<file path="config.mk">
export PLATFORM = sky130hd
export DESIGN_NAME = arbitro_ponderado
export DESIGN_NICKNAME = d
export VERILOG_FILES = /design/src/rtl/arbitro_ponderado_pkg.sv /design/src/rtl/arbitro_ponderado_busca.sv /design/src/rtl/arbitro_ponderado.sv
export SDC_FILE = /design/constraint.sdc
export NUM_CORES = 1
export LEC_CHECK = 0
export CAP_MARGIN = 5
export CORE_MARGIN = 2
export CORE_UTILIZATION = 56
export CTS_CLUSTER_DIAMETER = 50
export DETAILED_ROUTE_END_ITERATION = 10
export PLACE_DENSITY = 0.87
export SYNTH_ARGS = -nofsm -noshare
export SYNTH_HDL_FRONTEND = slang
export SYNTH_SLANG_ARGS = --single-unit
</file>
<file path="constraint.sdc">
create_clock -name clk -period 4.82 [get_ports clk]
set_clock_uncertainty 0.2 [all_clocks]
set_input_delay 0.964 -clock clk [delete_from_list [all_inputs] [get_ports clk]]
set_output_delay 0.964 -clock clk [all_outputs]
set_load 0.05 [all_outputs]
</file>
<file path="src/rtl/arbitro_ponderado_pkg.sv">
// Shared types, widths and reset constants for the weighted round-robin
// FIFO arbiter and its wrap-around search helper.
package arbitro_ponderado_pkg;

    localparam int N_SRC = 4;
    localparam int IDX_W = 2;
    localparam int W_W   = 4;
    localparam int CFG_W = N_SRC * W_W;

    typedef enum logic [1:0] {
        ST_IDLE  = 2'd0,
        ST_SERVE = 2'd1,
        ST_STALL = 2'd2
    } estado_e;

    localparam logic [W_W-1:0]   W_RST_0 = 4'd4;
    localparam logic [W_W-1:0]   W_RST_1 = 4'd3;
    localparam logic [W_W-1:0]   W_RST_2 = 4'd2;
    localparam logic [W_W-1:0]   W_RST_3 = 4'd1;
    localparam logic [CFG_W-1:0] WEIGHTS_RST = {W_RST_3, W_RST_2, W_RST_1, W_RST_0};

    // A programmed weight of zero still grants one pop per turn.
    function automatic logic [W_W-1:0] peso_efectivo(input logic [CFG_W-1:0] pesos,
                                                     input logic [IDX_W-1:0] idx);
        logic [W_W-1:0] w;
        w = pesos[{idx, 2'b00} +: W_W];
        return (w == 4'd0) ? 4'd1 : w;
    endfunction

    function automatic logic [N_SRC-1:0] onehot4(input logic [IDX_W-1:0] idx);
        return 4'b0001 << idx;
    endfunction

endpackage

</file>
<file path="src/rtl/arbitro_ponderado_busca.sv">
// Wrap-around search: first set bit of req_i at or after start_i (mod 4).
module busca_siguiente
    import arbitro_ponderado_pkg::*;
(
    input  logic [N_SRC-1:0] req_i,
    input  logic [IDX_W-1:0] start_i,
    output logic [IDX_W-1:0] idx_o,
    output logic             valid_o
);

    logic [IDX_W-1:0] cand_s;

    // Scan offsets from farthest to nearest so the nearest hit wins.
    always_comb begin
        idx_o   = start_i;
        valid_o = 1'b0;
        cand_s  = start_i;
        for (int k = N_SRC - 1; k >= 0; k--) begin
            cand_s  = start_i + 2'(k);
            idx_o   = req_i[cand_s] ? cand_s : idx_o;
            valid_o = valid_o | req_i[cand_s];
        end
    end

endmodule

</file>
<file path="src/rtl/arbitro_ponderado.sv">
// Weighted round-robin arbiter popping four source FIFOs and pushing each
// popped word one cycle later into the destination FIFO named by dest.
module arbitro_ponderado
    import arbitro_ponderado_pkg::*;
(
    input  logic             clk,
    input  logic             reset,
    input  logic             enable,
    input  logic [N_SRC-1:0] fifo_empty,
    input  logic [N_SRC-1:0] almost_full,
    input  logic [IDX_W-1:0] dest,
    input  logic             cfg_load,
    input  logic [CFG_W-1:0] weight_cfg,
    output logic [N_SRC-1:0] pops,
    output logic [N_SRC-1:0] push,
    output logic [IDX_W-1:0] grant_idx,
    output logic             busy
);

    estado_e          state_q, state_d;
    logic [IDX_W-1:0] grant_q, grant_d;
    logic [W_W-1:0]   credit_q, credit_d;
    logic [CFG_W-1:0] weights_q, weights_d;
    logic [N_SRC-1:0] pops_q, pops_d;
    logic [N_SRC-1:0] push_q, push_d;
    logic             pend_q, pend_d;
    logic             busy_q, busy_d;

    logic [N_SRC-1:0] req_s;
    logic [IDX_W-1:0] sig_idx_s;
    logic             sig_val_s;
    logic [IDX_W-1:0] ini_idx_s;
    logic             ini_val_s;

    assign req_s = ~fifo_empty;

    // Next holder after the current grant (used when a turn ends).
    busca_siguiente u_busca_sig (
        .req_i   (req_s),
        .start_i (grant_q + 2'd1),
        .idx_o   (sig_idx_s),
        .valid_o (sig_val_s)
    );

    // Holder when leaving IDLE without a live turn: current index counts.
    busca_siguiente u_busca_ini (
        .req_i   (req_s),
        .start_i (grant_q),
        .idx_o   (ini_idx_s),
        .valid_o (ini_val_s)
    );

    // Next-state, grant/credit bookkeeping and registered output values.
    always_comb begin
        state_d   = state_q;
        grant_d   = grant_q;
        credit_d  = credit_q;
        weights_d = weights_q;
        pops_d    = 4'b0000;
        case (state_q)
            ST_IDLE: begin
                if (enable && cfg_load) begin
                    weights_d = weight_cfg;
                end else begin
                    weights_d = weights_q;
                end
                if (enable && ini_val_s) begin
                    state_d = ST_SERVE;
                    // A turn interrupted by enable=0 resumes with its credit.
                    if ((credit_q != 4'd0) && req_s[grant_q]) begin
                        grant_d  = grant_q;
                        credit_d = credit_q;
                    end else begin
                        grant_d  = ini_idx_s;
                        credit_d = peso_efectivo(weights_q, ini_idx_s);
                    end
                end else begin
                    state_d = ST_IDLE;
                end
            end
            ST_SERVE: begin
                if (!enable) begin
                    state_d = ST_IDLE;
                end else if (!sig_val_s) begin
                    state_d  = ST_IDLE;
                    credit_d = 4'd0;
                end else if (|almost_full) begin
                    state_d = ST_STALL;
                end else if (!req_s[grant_q]) begin
                    grant_d  = sig_idx_s;
                    credit_d = peso_efectivo(weights_q, sig_idx_s);
                end else begin
                    pops_d = onehot4(grant_q);
                    if (credit_q <= 4'd1) begin
                        grant_d  = sig_idx_s;
                        credit_d = peso_efectivo(weights_q, sig_idx_s);
                    end else begin
                        credit_d = credit_q - 4'd1;
                    end
                end
            end
            ST_STALL: begin
                if (!enable) begin
                    state_d = ST_IDLE;
                end else if (!sig_val_s) begin
                    state_d  = ST_IDLE;
                    credit_d = 4'd0;
                end else if (almost_full == 4'b0000) begin
                    state_d = ST_SERVE;
                end else begin
                    state_d = ST_STALL;
                end
            end
            default: begin
                state_d = ST_IDLE;
            end
        endcase
        pend_d = (pops_d != 4'b0000);
        push_d = pend_q ? onehot4(dest) : 4'b0000;
        busy_d = (state_d != ST_IDLE);
    end

    // State and output registers; reset overrides everything else.
    always_ff @(posedge clk) begin
        if (reset) begin
            state_q   <= ST_IDLE;
            grant_q   <= 2'd0;
            credit_q  <= 4'd0;
            weights_q <= WEIGHTS_RST;
            pops_q    <= 4'b0000;
            push_q    <= 4'b0000;
            pend_q    <= 1'b0;
            busy_q    <= 1'b0;
        end else begin
            state_q   <= state_d;
            grant_q   <= grant_d;
            credit_q  <= credit_d;
            weights_q <= weights_d;
            pops_q    <= pops_d;
            push_q    <= push_d;
            pend_q    <= pend_d;
            busy_q    <= busy_d;
        end
    end

    assign pops      = pops_q;
    assign push      = push_q;
    assign grant_idx = grant_q;
    assign busy      = busy_q;

endmodule

</file>
# --- Word level (Yosys, flattened, before mapping) ---
# Index checks and enable logic that the tools add are counted.
word_totals:
  register_bits: 34
  word_cells: 118
  input_bits: 30
  out_inout_bits: 11
classes:
  magnitude_cmp: 8
  bitwise: 8
  shift: 4
  reduce_logical: 17
  n_addsub: 7
  eq_ne: 11
  mux: 55
ops:
  columns: ["op", "count"]
  rows:
  - ["$mux 4", 16]
  - ["$mux 2", 21]
  - ["$shiftx 16x5->4", 2]
  - ["$lt 2x3->1 const B", 7]
  - ["$bmux 1 s2", 7]
  - ["$ne 2x2->1 const B", 7]
  - ["$reduce_and 7->1", 2]
  - ["$logic_not 4->1", 3]
  - ["$pmux 4 s3", 1]
  - ["$add 2x2->2 const B", 4]
  - ["$mux 1", 8]
  - ["$reduce_bool 4->1", 2]
  - ["$shl 1x2->4 const A", 2]
  - ["$ne 3x3->1 const B", 2]
  - ["$or 1x1->1", 6]
  - ["$pmux 2 s3", 1]
  - ["$add 2x1->2 const B", 2]
  - ["$le 4x1->1 const B", 1]
  - ["$not 4->4", 1]
  - ["$pmux 2 s2", 1]
  - ["$reduce_bool 2->1", 2]
  - ["$reduce_or 4->1", 1]
  - ["$sub 4x1->4 const B", 1]
  - ["$logic_and 1x1->1", 3]
  - ["other kinds (7)", 7]

# --- Longest topological paths before layout ---
# Gate-level depths: netlist of the first run.
depth:
  depth_word: 17
  ltp_mapped: 12
  ltp_nobuf: 9

# --- By module ---
# Synthesis of the first run repeated with hierarchy kept, for this count alone.
hier_totals:
  cells_unflattened: 230
  hier_area_um2: 2001.9
modules_own_cells:
  columns: ["module", "n_inst", "cells_each", "area_per_inst_um2", "seq_area_each_um2"]
  rows:
  - ["arbitro_ponderado", 1, 198, 1821.7, 680.7]
  - ["busca_siguiente", 2, 16, 90.1, 0.0]

# --- Worst setup path before layout of the first run ---
# Ideal clock, no wire load.
synth_path:
  kind: "register to register"
  start: "register grant_q[0], in the netlist grant_idx[0]"
  end: "register credit_q[0]"
  setup_slack_ns: 1.246
  arrival_time_ns: 3.278
  path_buffers: 3
  period_less_slack_ns: 3.574
  setup_ns: 0.096
  required_ns: 4.524
  stages_incl_launch_ff: 13
  path_cell_list: "dfxtp_1 -> buf_2 -> inv_1 -> ha_1 -> buf_4 -> mux2i_1 -> a2111oi_0 -> o31ai_1 -> and2_1 -> buf_6 -> mux2_4 -> o221a_1 -> o41ai_2"
synth_via:
  elab_chain_cells: 17
  elab_cells_between_ends: 55
  classes_between: "add/sub (6); eq/ne (4); shift (2); mux (32); bitwise (6); reduce/logical (5)"
synth_lines:
  columns: ["item", "line", "source"]
  rows:
  - ["start, declared", "arbitro_ponderado.sv:21", "logic [IDX_W-1:0] grant_q, grant_d;"]
  - ["start signal, assigned", "arbitro_ponderado.sv:136", "grant_q <= grant_d;"]
  - ["$add 2x1->2", "arbitro_ponderado_busca.sv:19, arbitro_ponderado.sv:40", null]
  - ["$add 2x2->2", "arbitro_ponderado_busca.sv:19", "cand_s = start_i + 2'(k);"]
  - ["$bmux 1 s2", "arbitro_ponderado_busca.sv:20, arbitro_ponderado_busca.sv:21", null]
  - ["$mux 1 (not written as such)", "arbitro_ponderado_busca.sv:20, arbitro_ponderado_busca.sv:21", null]
  - ["$mux 2 (4 in a row)", "arbitro_ponderado_busca.sv:20", "idx_o = req_i[cand_s] ? cand_s : idx_o;"]
  - ["$shiftx 16x5->4", "arbitro_ponderado_pkg.sv:26", "w = pesos[{idx, 2'b00} +: W_W];"]
  - ["$logic_not 4->1", "arbitro_ponderado_pkg.sv:27", "return (w == 4'd0) ? 4'd1 : w;"]
  - ["$mux 4", "arbitro_ponderado_pkg.sv:27", null]
  - ["$mux 4", "arbitro_ponderado.sv:94", "if (credit_q <= 4'd1) begin"]
  - ["$mux 4", "arbitro_ponderado.sv:89", "end else if (!req_s[grant_q]) begin"]
  - ["$mux 4", "arbitro_ponderado.sv:87", "end else if (|almost_full) begin"]
  - ["$mux 4", "arbitro_ponderado.sv:84", "end else if (!sig_val_s) begin"]
  - ["$mux 4", "arbitro_ponderado.sv:82", "if (!enable) begin"]
  - ["$pmux 4 s3", "arbitro_ponderado.sv:60", "case (state_q)"]
  - ["end signal, assigned", "arbitro_ponderado.sv:137", "credit_q <= credit_d;"]
  - ["end, declared", "arbitro_ponderado.sv:22", "logic [W_W-1:0] credit_q, credit_d;"]
# Parallel ways exist; a longest one is shown, timed or not. The select of a mux whose other input is x is not followed.
# A chain may end at the register's enable or synchronous reset.

# --- Worst setup path in the final report of the first run ---
layout_path:
  start: "input fifo_empty[1]"
  end: "register credit_q[0]"
layout_via:
  elab_chain_cells: 16
  elab_cells_between_ends: 50
  classes_between: "eq/ne (4); shift (2); mux (32); bitwise (7); reduce/logical (5)"
layout_lines:
  columns: ["item", "line", "source"]
  rows:
  - ["start, declared", "arbitro_ponderado.sv:9", "input logic [N_SRC-1:0] fifo_empty,"]
  - ["$not 4->4 *", "arbitro_ponderado.sv:35", "assign req_s = ~fifo_empty;"]
  - ["$bmux 1 s2", "arbitro_ponderado_busca.sv:20, arbitro_ponderado_busca.sv:21", null]
  - ["$mux 1 (not written as such)", "arbitro_ponderado_busca.sv:20, arbitro_ponderado_busca.sv:21", null]
  - ["$mux 2 (4 in a row)", "arbitro_ponderado_busca.sv:20", null]
  - ["$shiftx 16x5->4", "arbitro_ponderado_pkg.sv:26", null]
  - ["$logic_not 4->1", "arbitro_ponderado_pkg.sv:27", null]
  - ["$mux 4", "arbitro_ponderado_pkg.sv:27", null]
  - ["$mux 4", "arbitro_ponderado.sv:94", null]
  - ["$mux 4", "arbitro_ponderado.sv:89", null]
  - ["$mux 4", "arbitro_ponderado.sv:87", null]
  - ["$mux 4", "arbitro_ponderado.sv:84", null]
  - ["$mux 4", "arbitro_ponderado.sv:82", null]
  - ["$pmux 4 s3", "arbitro_ponderado.sv:60", null]
# Mark *: on every way between the ends. The rest lies on a longest branch, timed or not. The select of a mux whose other input is x is not followed.

==> results of run 1 <==
-- worst reg2reg max path, stage by stage (launching register included) --
cell and delay (ns):
dfxtp_1 0.67, inv_1 0.19, ha_1 0.53, mux2i_1 0.24, o31ai_1 0.13, o31ai_1 0.40, and2_1 0.44, mux4_1 0.39
o221a_1 0.24, o41ai_2 0.22
-- routing by layer --
| metal | vias up | part of all wire |
|---|---|---|
| li1 | 971 | - |
| met1 | 896 | 0.43 |
| met2 | 68 | 0.49 |
| met3 | 7 | 0.064 |
| met4 | 0 | 0.013 |
| met5 | - | 0 |
-- kinds of logic after synthesis --
logic type,after synthesis,synth area share
xor gates and xnor gates,2,0.00816
muxes,21,0.132
adders and majority gates,12,0.0700
DFF,34,0.317
AOI/OAI and AO/OA,60,0.192
buffers and inverters,24,0.0525
and+or+nand+nor,103,0.227
-- sequential cells by signal, summed over array words and instances (netlist names) --
register and cells:
weights_q 16, credit_q 4, pops 4, push 4
grant_idx 2, state_q 2, busy 1, pend_q 1
-- power by group --
group	switching, mW	leakage [nW]	internal, mW
registers	0.0293	0.278	0.301
clock network	0.107	0.0579	0.152
logic	0.176	0.738	0.163
-- cells in the mapped netlist, types with 2 or more instances --
master / count
buf_2: 3
nor3_1: 3
o21ai_0: 9
buf_6: 2
ha_1: 12
mux2_2: 2
inv_1: 10
a311oi_1: 2
mux2i_1: 13
nor2b_1: 4
a21oi_1: 20
a211oi_1: 2
nand2_1: 43
a21o_1: 4
o221a_1: 2
mux4_2: 4
and3_1: 2
nand4_1: 2
nand3_1: 10
nor2_1: 20
clkbuf_1: 8
dfxtp_1: 34
o31ai_1: 2
nand2b_1: 6
and2_1: 5
a31oi_1: 4
xnor2_1: 2
-- final timing paths --
check / cells past startpoint / startpoint / endpoint / slack, ns
max: 8 / fifo_empty[1] / credit_q[0] / 0.95
min: 2 / weights_q[7] / weights_q[7] / 0.28
max reg2reg: 9 / grant_idx[0] / credit_q[0] / 1.06
min reg2reg: 2 / weights_q[7] / weights_q[7] / 0.28
-- per-stage QoR --
step | util | hold WS, ns | cell area (µm²) | power (mW)
2_1_floorplan | - | 0.241 | 2150 | 0.596
3_3_place_gp | 0.693 | 0.254 | 2540 | 0.660
3_5_place_dp | 0.693 | 0.268 | 2540 | 0.671
4_1_cts | 0.723 | 0.278 | 2650 | 0.929
5_1_grt | 0.723 | 0.306 | 2650 | 0.983
6_report | 0.723 | 0.282 | 2650 | 0.929
-- cell type report --
cell class | count | area, µm²
multi-input combinational | 198 | 1350
fill | 294 | 1010
sequential | 34 | 681
timing repair buffer | 41 | 408
clock buffer | 5 | 68.8
tap | 48 | 60.1
clock inverter | 3 | 40.0
inverter | 10 | 37.5
==> flow_metrics.py, run 1 <==
metrics = {
    "global_route": {
        "grt_max_degree": 19,
        "grt_use_met3": 0.0596,
        "track_usage": 0.243,
        "grt-busiest-layer": "met2",
        "use_met2": 0.400,
        "grt_pass1_wl_mm": 8.10,
        "grt_pass1_vias": 1781,
        "antenna_found_initial": 0,
        "gr-usage-met1": 0.313,
        "grt_overflow": 0,
    },
    "synth": {
        "synth_async_sr_flop_share": 0,
        "synth_top_area_share": 0.317,
        "syn_inst": 256,
        "synthFlopType": "dfxtp_1",
        "synth_seq_area_share": 0.317,
        "netlist_top_cells_area": "dfxtp_1, nand2_1, ha_1, mux2i_1, a21oi_1",
        "synth_seq_cells": 34,
        "yosysUniqueCellTypes": 53,
        "synth_top_area_cell": "dfxtp_1",
        "netlist_area_mm2": 0.00215,
        "yosysWarnings": 0,
        "syn_area_per_cell_um2": 8.38,
        "synth-edff-count": 0,
        "synth_nets": 298,
    },
    "worst_setup_path": {
        "critical-path-top-delay-family": "compound AO/OA/AOI/OAI gates",
        "worst-path-max-fanout": 11,
        "path_cells": "clkdlybuf4s50_1 > mux4_2 > o31ai_1 > o31ai_1 > and2_1 > mux4_1 > o221a_1 > o41ai_2",
        "crit_buf_inv": 1,
        "endpoint_kind": "flop",
        "max_stage_delay_ns": 0.70,
        "crit_slowest_cell": "clkdlybuf4s50_1",
        "cp_common_cell": "o31ai_1",
        "startpoint_type": "input port",
        "worstSetupPathType": "in -> reg",
        "required_ns": 4.81,
        "arrival_ns": 3.86,
    },
    "routing": {
        "viasPerCell": 5.73,
        "drc": 0,
        "dr.first_iter.drc_count": 141,
        "wire_per_inst_um": 14.0,
        "final_antenna_net_count": 0,
        "drt-total-wl_mm": 4.75,
        "vias": 1942,
        "first_pass_iters": 4,
    },
    "floorplanning": {
        "start_util": 0.586,
        "die_w_um": 65.9,
        "row_count": 22,
        "design.core.area_mm2": 0.00366,
        "die_h_um": 65.9,
        "ios": 41,
        "die_area_mm2": 0.00434,
    },
    "clock_network": {
        "clk_latency_ns": 0.29,
        "h-tree-depth": 2,
        "clockRootBuffer": "clkbuf_8",
        "numCtsBuffers": 5,
        "clk_pin_slew_ns": 0.07,
        "holdBufCountCts": 0,
        "cts_max_path_buffers": 2,
        "clock_sinks": 34,
        "post-cts-setup-buffers": 0,
        "cts_resized": 0,
        "cts_tree": "yes",
    },
    "timing": {
        "layout_min_cycle_time_ns": 3.87,
        "setup_viol": 0,
        "drv_slew": 0,
        "rsz0062_at_grt": "no",
        "slew_headroom": 0.591,
        "fin_tns_setup_ns": 0,
        "min_period_over_period": 0.803,
        "worst_slack_ns": 0.950,
        "timing.fmax_mhz": 258,
        "worst_slew_pin_slew_ns": 0.598,
        "hold_viol_final": 0,
    },
    "finish": {
        "syn_to_final_growth_pct": 23.4,
        "nets": 332,
        "layout_common_cells": "nand2_1, clkdlybuf4s50_1, dfxtp_1",
        "fin_cells": 339,
        "antenna_cells": 0,
        "final_common_cell": "nand2_1",
        "drive_above_1_share": 0.0825,
    },
    "placed_design": {
        "hpwl_mm": 3.46,
        "port_buffers": 40,
        "dp.cells": 331,
        "gp_congestion": 0.822,
        "pre_cts_slack_ns": 0.716,
    },
    "power_and_ir_drop": {
        "peakVddDrop_mv": 0.216,
        "powerDensity_mw_per_mm2": 351,
        "cellLeakagePower_nw": 1.07,
    },
    "flow_run": {
        "drv_cap": 0,
    },
    "status": {
        "status": "completed",
    },
    "worst_hold_path": {
        "hold_class": "reg -> reg",
    },
}
(Power assumes the default switching activity.)
==> inputs of run 2 (changes only) <==
--- a/config.mk
+++ b/config.mk
@@ -7,10 +7,10 @@
 export LEC_CHECK = 0
 export CAP_MARGIN = 5
 export CORE_MARGIN = 2
-export CORE_UTILIZATION = 56
+export CORE_UTILIZATION = 52
 export CTS_CLUSTER_DIAMETER = 50
 export DETAILED_ROUTE_END_ITERATION = 10
-export PLACE_DENSITY = 0.87
+export PLACE_DENSITY = 0.82
 export SYNTH_ARGS = -nofsm -noshare
 export SYNTH_HDL_FRONTEND = slang
 export SYNTH_SLANG_ARGS = --single-unit
==> constraint.sdc (replaced) <==
create_clock -name clk -period 4 [get_ports clk]
set_clock_uncertainty 0.2 [all_clocks]
set_input_delay 0.8 -clock clk [delete_from_list [all_inputs] [get_ports clk]]
set_output_delay 0.8 -clock clk [all_outputs]
set_load 0.05 [all_outputs]
==> flow_metrics.py, run 2 (synthesis gave the netlist of run 1 again) <==
metrics = {
    "global_route": {
        "grt_pass1_wl_mm": 8.31,
        "gr-usage-met1": 0.307,
        "grt_use_met3": 0.0510,
        "grt_overflow": 0,
        "track_usage": 0.241,
        "grt_pass1_vias": 1819,
        "use_met2": 0.394,
        "antenna_found_initial": 0,
        "grt_max_degree": 18,
        "grt-busiest-layer": "met2",
    },
    "floorplanning": {
        "die_h_um": 68.2,
        "die_area_mm2": 0.00466,
        "row_count": 23,
        "start_util": 0.536,
        "ios": 41,
        "die_w_um": 68.2,
        "design.core.area_mm2": 0.00400,
    },
    "finish": {
        "fin_cells": 343,
        "antenna_cells": 0,
        "layout_common_cells": "nand2_1, clkdlybuf4s50_1, dfxtp_1",
        "fillCellCount": 363,
        "final_common_cell": "nand2_1",
        "nets": 334,
        "largest_reg_flops": 16,
        "largest-register": "weights_q",
        "drive_above_1_share": 0.0853,
        "syn_to_final_growth_pct": 23.4,
    },
    "worst_setup_path": {
        "worst-path-max-fanout": 12,
        "crit_slowest_cell": "clkdlybuf4s50_1",
        "arrival_ns": 3.38,
        "cp_common_cell": "o31ai_1",
        "max_stage_delay_ns": 0.69,
        "required_ns": 3.98,
        "startpoint_type": "input port",
        "path_cells": "clkdlybuf4s50_1 > mux4_2 > o31ai_1 > o31ai_1 > and2_1 > buf_4 > mux2i_1 > o221ai_1 > o221a_1",
        "endpoint_kind": "flop",
        "worstRegToRegCells": 10,
        "worstSetupPathType": "in -> reg",
    },
    "clock_network": {
        "cts_max_path_buffers": 2,
        "clock_sinks": 34,
        "numCtsBuffers": 5,
        "cts_resized": 0,
        "post-cts-setup-buffers": 0,
        "clk_latency_ns": 0.29,
        "clockRootBuffer": "clkbuf_8",
        "clk_pin_slew_ns": 0.07,
        "holdBufCountCts": 0,
        "h-tree-depth": 2,
        "cts_tree": "yes",
    },
    "placed_design": {
        "port_buffers": 40,
        "hpwl_mm": 3.56,
        "dp.cells": 335,
        "gp_congestion": 0.816,
    },
    "timing": {
        "rsz0062_at_grt": "no",
        "slew_headroom": 0.588,
        "fin_tns_setup_ns": 0,
        "min_period_over_period": 0.849,
        "setup_viol": 0,
        "hold_viol_final": 0,
        "drv_slew": 0,
        "timing.fmax_mhz": 294,
        "worst_slew_pin_slew_ns": 0.602,
        "layout_min_cycle_time_ns": 3.40,
    },
    "routing": {
        "drt-total-wl_mm": 4.84,
        "dr.first_iter.drc_count": 104,
        "vias": 1957,
        "first_pass_iters": 4,
        "drc": 0,
        "final_antenna_net_count": 0,
        "wire_per_inst_um": 14.1,
        "viasPerCell": 5.71,
    },
    "power_and_ir_drop": {
        "cellLeakagePower_nw": 1.07,
        "p_total_mw": 1.08,
        "peakVddDrop_mv": 0.243,
        "powerDensity_mw_per_mm2": 408,
    },
    "flow_run": {
        "drv_cap": 0,
    },
    "status": {
        "status": "completed",
    },
    "worst_hold_path": {
        "hold_depth": 2,
        "hold_class": "reg -> reg",
    },
}
==> run 2: worst paths after layout <==
kind / from / to / slack, ns
worst min-delay path: weights_q[15] / weights_q[15] / 0.27
worst min register to register: weights_q[15] / weights_q[15] / 0.27
worst max-delay path: fifo_empty[3] / credit_q[1] / 0.60
worst max register to register: grant_idx[1] / credit_q[1] / 0.68
==> run 2: through the flow <==
| stage | setup WS (ns) | hold WS [ns] | area, µm² | utilization |
|---|---|---|---|---|
| floorplan | 0.426 | 0.241 | 2150 | - |
| global placement | 0.411 | 0.254 | 2560 | 0.639 |
| detailed placement | 0.352 | 0.258 | 2560 | 0.639 |
| CTS | 0.631 | 0.268 | 2650 | 0.662 |
| global route | 0.321 | 0.285 | 2650 | 0.662 |
| finish | 0.604 | 0.267 | 2650 | 0.662 |
==> run 2: layer usage <==
metal  part of all wire  wire (µm)
met1               0.45       2180
met2               0.48       2330
met3              0.050        241
met4              0.017         83
met5                  0          0
==> run 2: final cells by class <==
type,count,area [µm²],share of cell area
multi-input combinational,198,1350,0.511
tap,50,62.6,0.0236
timing repair buffer,43,423,0.160
clock inverter,1,5.00,0.00189
inverter,10,37.5,0.0142
clock buffer,7,86.3,0.0326
sequential,34,681,0.257
==> run 2: worst max-delay path, delay by kind of cell <==
kind	cells	cell delay, ns
compound gates	4	0.89
buf+inv	2	0.87
mux	2	0.56
simple gates	1	0.25
==> run 2: report_power, final <==
part           internal [mW]  leakage (nW)  switching [mW]
sequential             0.363         0.278          0.0292
clock                  0.139        0.0482           0.128
combinational          0.202         0.748           0.218
total                  0.704          1.07           0.375
==> inputs of run 3 (changes only) <==
--- a/config.mk
+++ b/config.mk
@@ -7,10 +7,10 @@
 export LEC_CHECK = 0
 export CAP_MARGIN = 5
 export CORE_MARGIN = 2
-export CORE_UTILIZATION = 52
+export CORE_UTILIZATION = 47
 export CTS_CLUSTER_DIAMETER = 50
 export DETAILED_ROUTE_END_ITERATION = 10
-export PLACE_DENSITY = 0.82
+export PLACE_DENSITY = 0.78
 export SYNTH_ARGS = -nofsm -noshare
 export SYNTH_HDL_FRONTEND = slang
 export SYNTH_SLANG_ARGS = --single-unit
==> constraint.sdc (replaced) <==
create_clock -name clk -period 3.1 [get_ports clk]
set_clock_uncertainty 0.2 [all_clocks]
set_input_delay 0.62 -clock clk [delete_from_list [all_inputs] [get_ports clk]]
set_output_delay 0.62 -clock clk [all_outputs]
set_load 0.05 [all_outputs]
==> flow_metrics.py, run 3 (synthesis gave the netlist of run 1 again) <==
metrics = {
    "status": {
        "status": "completed",
    },
    "finish": {
        "final_common_cell": "nand2_1",
        "fillCellCount": 378,
        "largest-register": "weights_q",
        "layout_common_cells": "nand2_1, clkdlybuf4s50_1, dfxtp_1",
        "drive_above_1_share": 0.168,
        "syn_to_final_growth_pct": 34.8,
        "multiInputGateArea_mm2": 0.00137,
        "antenna_cells": 0,
        "nets": 356,
        "utilization": 0.660,
        "regArea_um2": 688,
        "largest_reg_flops": 16,
    },
    "power_and_ir_drop": {
        "cellLeakagePower_nw": 1.21,
        "p_total_mw": 1.61,
        "peakVddDrop_mv": 0.410,
        "powerDensity_mw_per_mm2": 555,
    },
    "routing": {
        "viasPerCell": 5.56,
        "top_layer_used": "met4",
        "met1Wirelength_mm": 2.22,
        "wl_met3_um": 340,
        "drc": 0,
        "vias": 2042,
        "final_antenna_net_count": 0,
        "wire_per_inst_um": 13.6,
        "drt-total-wl_mm": 4.97,
        "first_pass_iters": 5,
        "wl_met2_mm": 2.32,
        "dr.first_iter.drc_count": 73,
    },
    "worst_setup_path": {
        "required_ns": 3.08,
        "worstRegToRegCells": 11,
        "worst-path-max-fanout": 8,
        "endpoint_kind": "flop",
        "arrival_ns": 2.96,
        "worstSetupPathType": "in -> reg",
        "startpoint_type": "input port",
    },
    "floorplanning": {
        "start_util": 0.489,
        "die_area_mm2": 0.00512,
        "die_w_um": 71.6,
        "ios": 41,
        "die_h_um": 71.6,
        "design.core.area_mm2": 0.00438,
        "row_count": 24,
    },
    "clock_network": {
        "clockRootBuffer": "clkbuf_8",
        "cts_tree": "yes",
        "cts_max_path_buffers": 2,
        "holdBufCountCts": 0,
        "clk_latency_ns": 0.29,
        "clock_sinks": 34,
        "clk_pin_slew_ns": 0.07,
        "h-tree-depth": 2,
        "numCtsBuffers": 5,
    },
    "worst_hold_path": {
        "hold_depth": 2,
        "hold_class": "reg -> reg",
    },
    "global_route": {
        "grt_overflow": 0,
        "grt_pass1_vias": 1960,
        "antenna_found_initial": 0,
        "grt_pass1_wl_mm": 8.43,
        "track_usage": 0.205,
        "grt_max_degree": 18,
    },
    "timing": {
        "min_period_over_period": 0.962,
        "setup_viol": 0,
        "rsz0062_at_grt": "no",
        "hold_viol_final": 0,
        "timing.fmax_mhz": 335,
        "slew_headroom": 0.605,
        "fin_tns_setup_ns": 0,
        "drv_slew": 0,
        "worst_slew_pin_slew_ns": 0.591,
        "layout_min_cycle_time_ns": 2.98,
    },
    "placed_design": {
        "gp_congestion": 0.821,
        "hpwl_mm": 3.80,
        "port_buffers": 40,
    },
    "flow_run": {
        "drv_cap": 0,
    },
}
[run 3: metal layers]
metal  vias to the layer above  GRT usage
li1                       1021          -
met1                       930      0.248
met2                        82      0.352
met3                         9     0.0436
met4                         0     0.0839
met5                         -          0
[run 3: metrics by stage]
stage	instances	hold slack (ns)	worst slack [ns]	instance area, µm²
finish	367	0.279	0.119	2890
global route	367	0.306	0.00486	2890
CTS	367	0.276	0.0338	2870
detailed placement	359	0.265	-0.248	2730
global placement	359	0.263	-0.111	2730
floorplan	256	0.241	0.0136	2160
[run 3: path summary, 6_finish.rpt]
path                 startpoint  slack (ns)            to
setup / recovery  fifo_empty[2]        0.12   credit_q[1]
hold / removal     weights_q[7]        0.28  weights_q[7]
setup reg to reg   grant_idx[1]        0.22   credit_q[1]
hold reg to reg    weights_q[7]        0.28  weights_q[7]
[run 3: final cells by class]
class	count	area share
tap	52	0.0225
clock inverter	3	0.0238
clock buffer	5	0.0238
sequential	34	0.238
inverter	10	0.0130
multi-input combinational	198	0.475
timing repair buffer	65	0.204
[run 3: report_power, final]
part | switching [mW] | leakage [nW] | internal, mW | total [mW]
logic | 0.295 | 0.867 | 0.314 | 0.609
clock network | 0.168 | 0.0683 | 0.322 | 0.490
registers | 0.0370 | 0.279 | 0.470 | 0.507
total | 0.500 | 1.21 | 1.11 | 1.61
[run 3: worst max-delay path, cell delays in order]
cell,delay [ns]
clkdlybuf4s50_1,0.61
mux4_2,0.32
o31ai_2,0.10
o31ai_1,0.34
and2_4,0.23
buf_4,0.16
mux2i_1,0.21
o221ai_1,0.15
o221a_1,0.24
[run 3: timing repair]
item | in CTS | in global routing
gates resized for setup | 0 | 5
endpoints found under the setup margin | 0 | 3
buffers inserted | 0 | 0
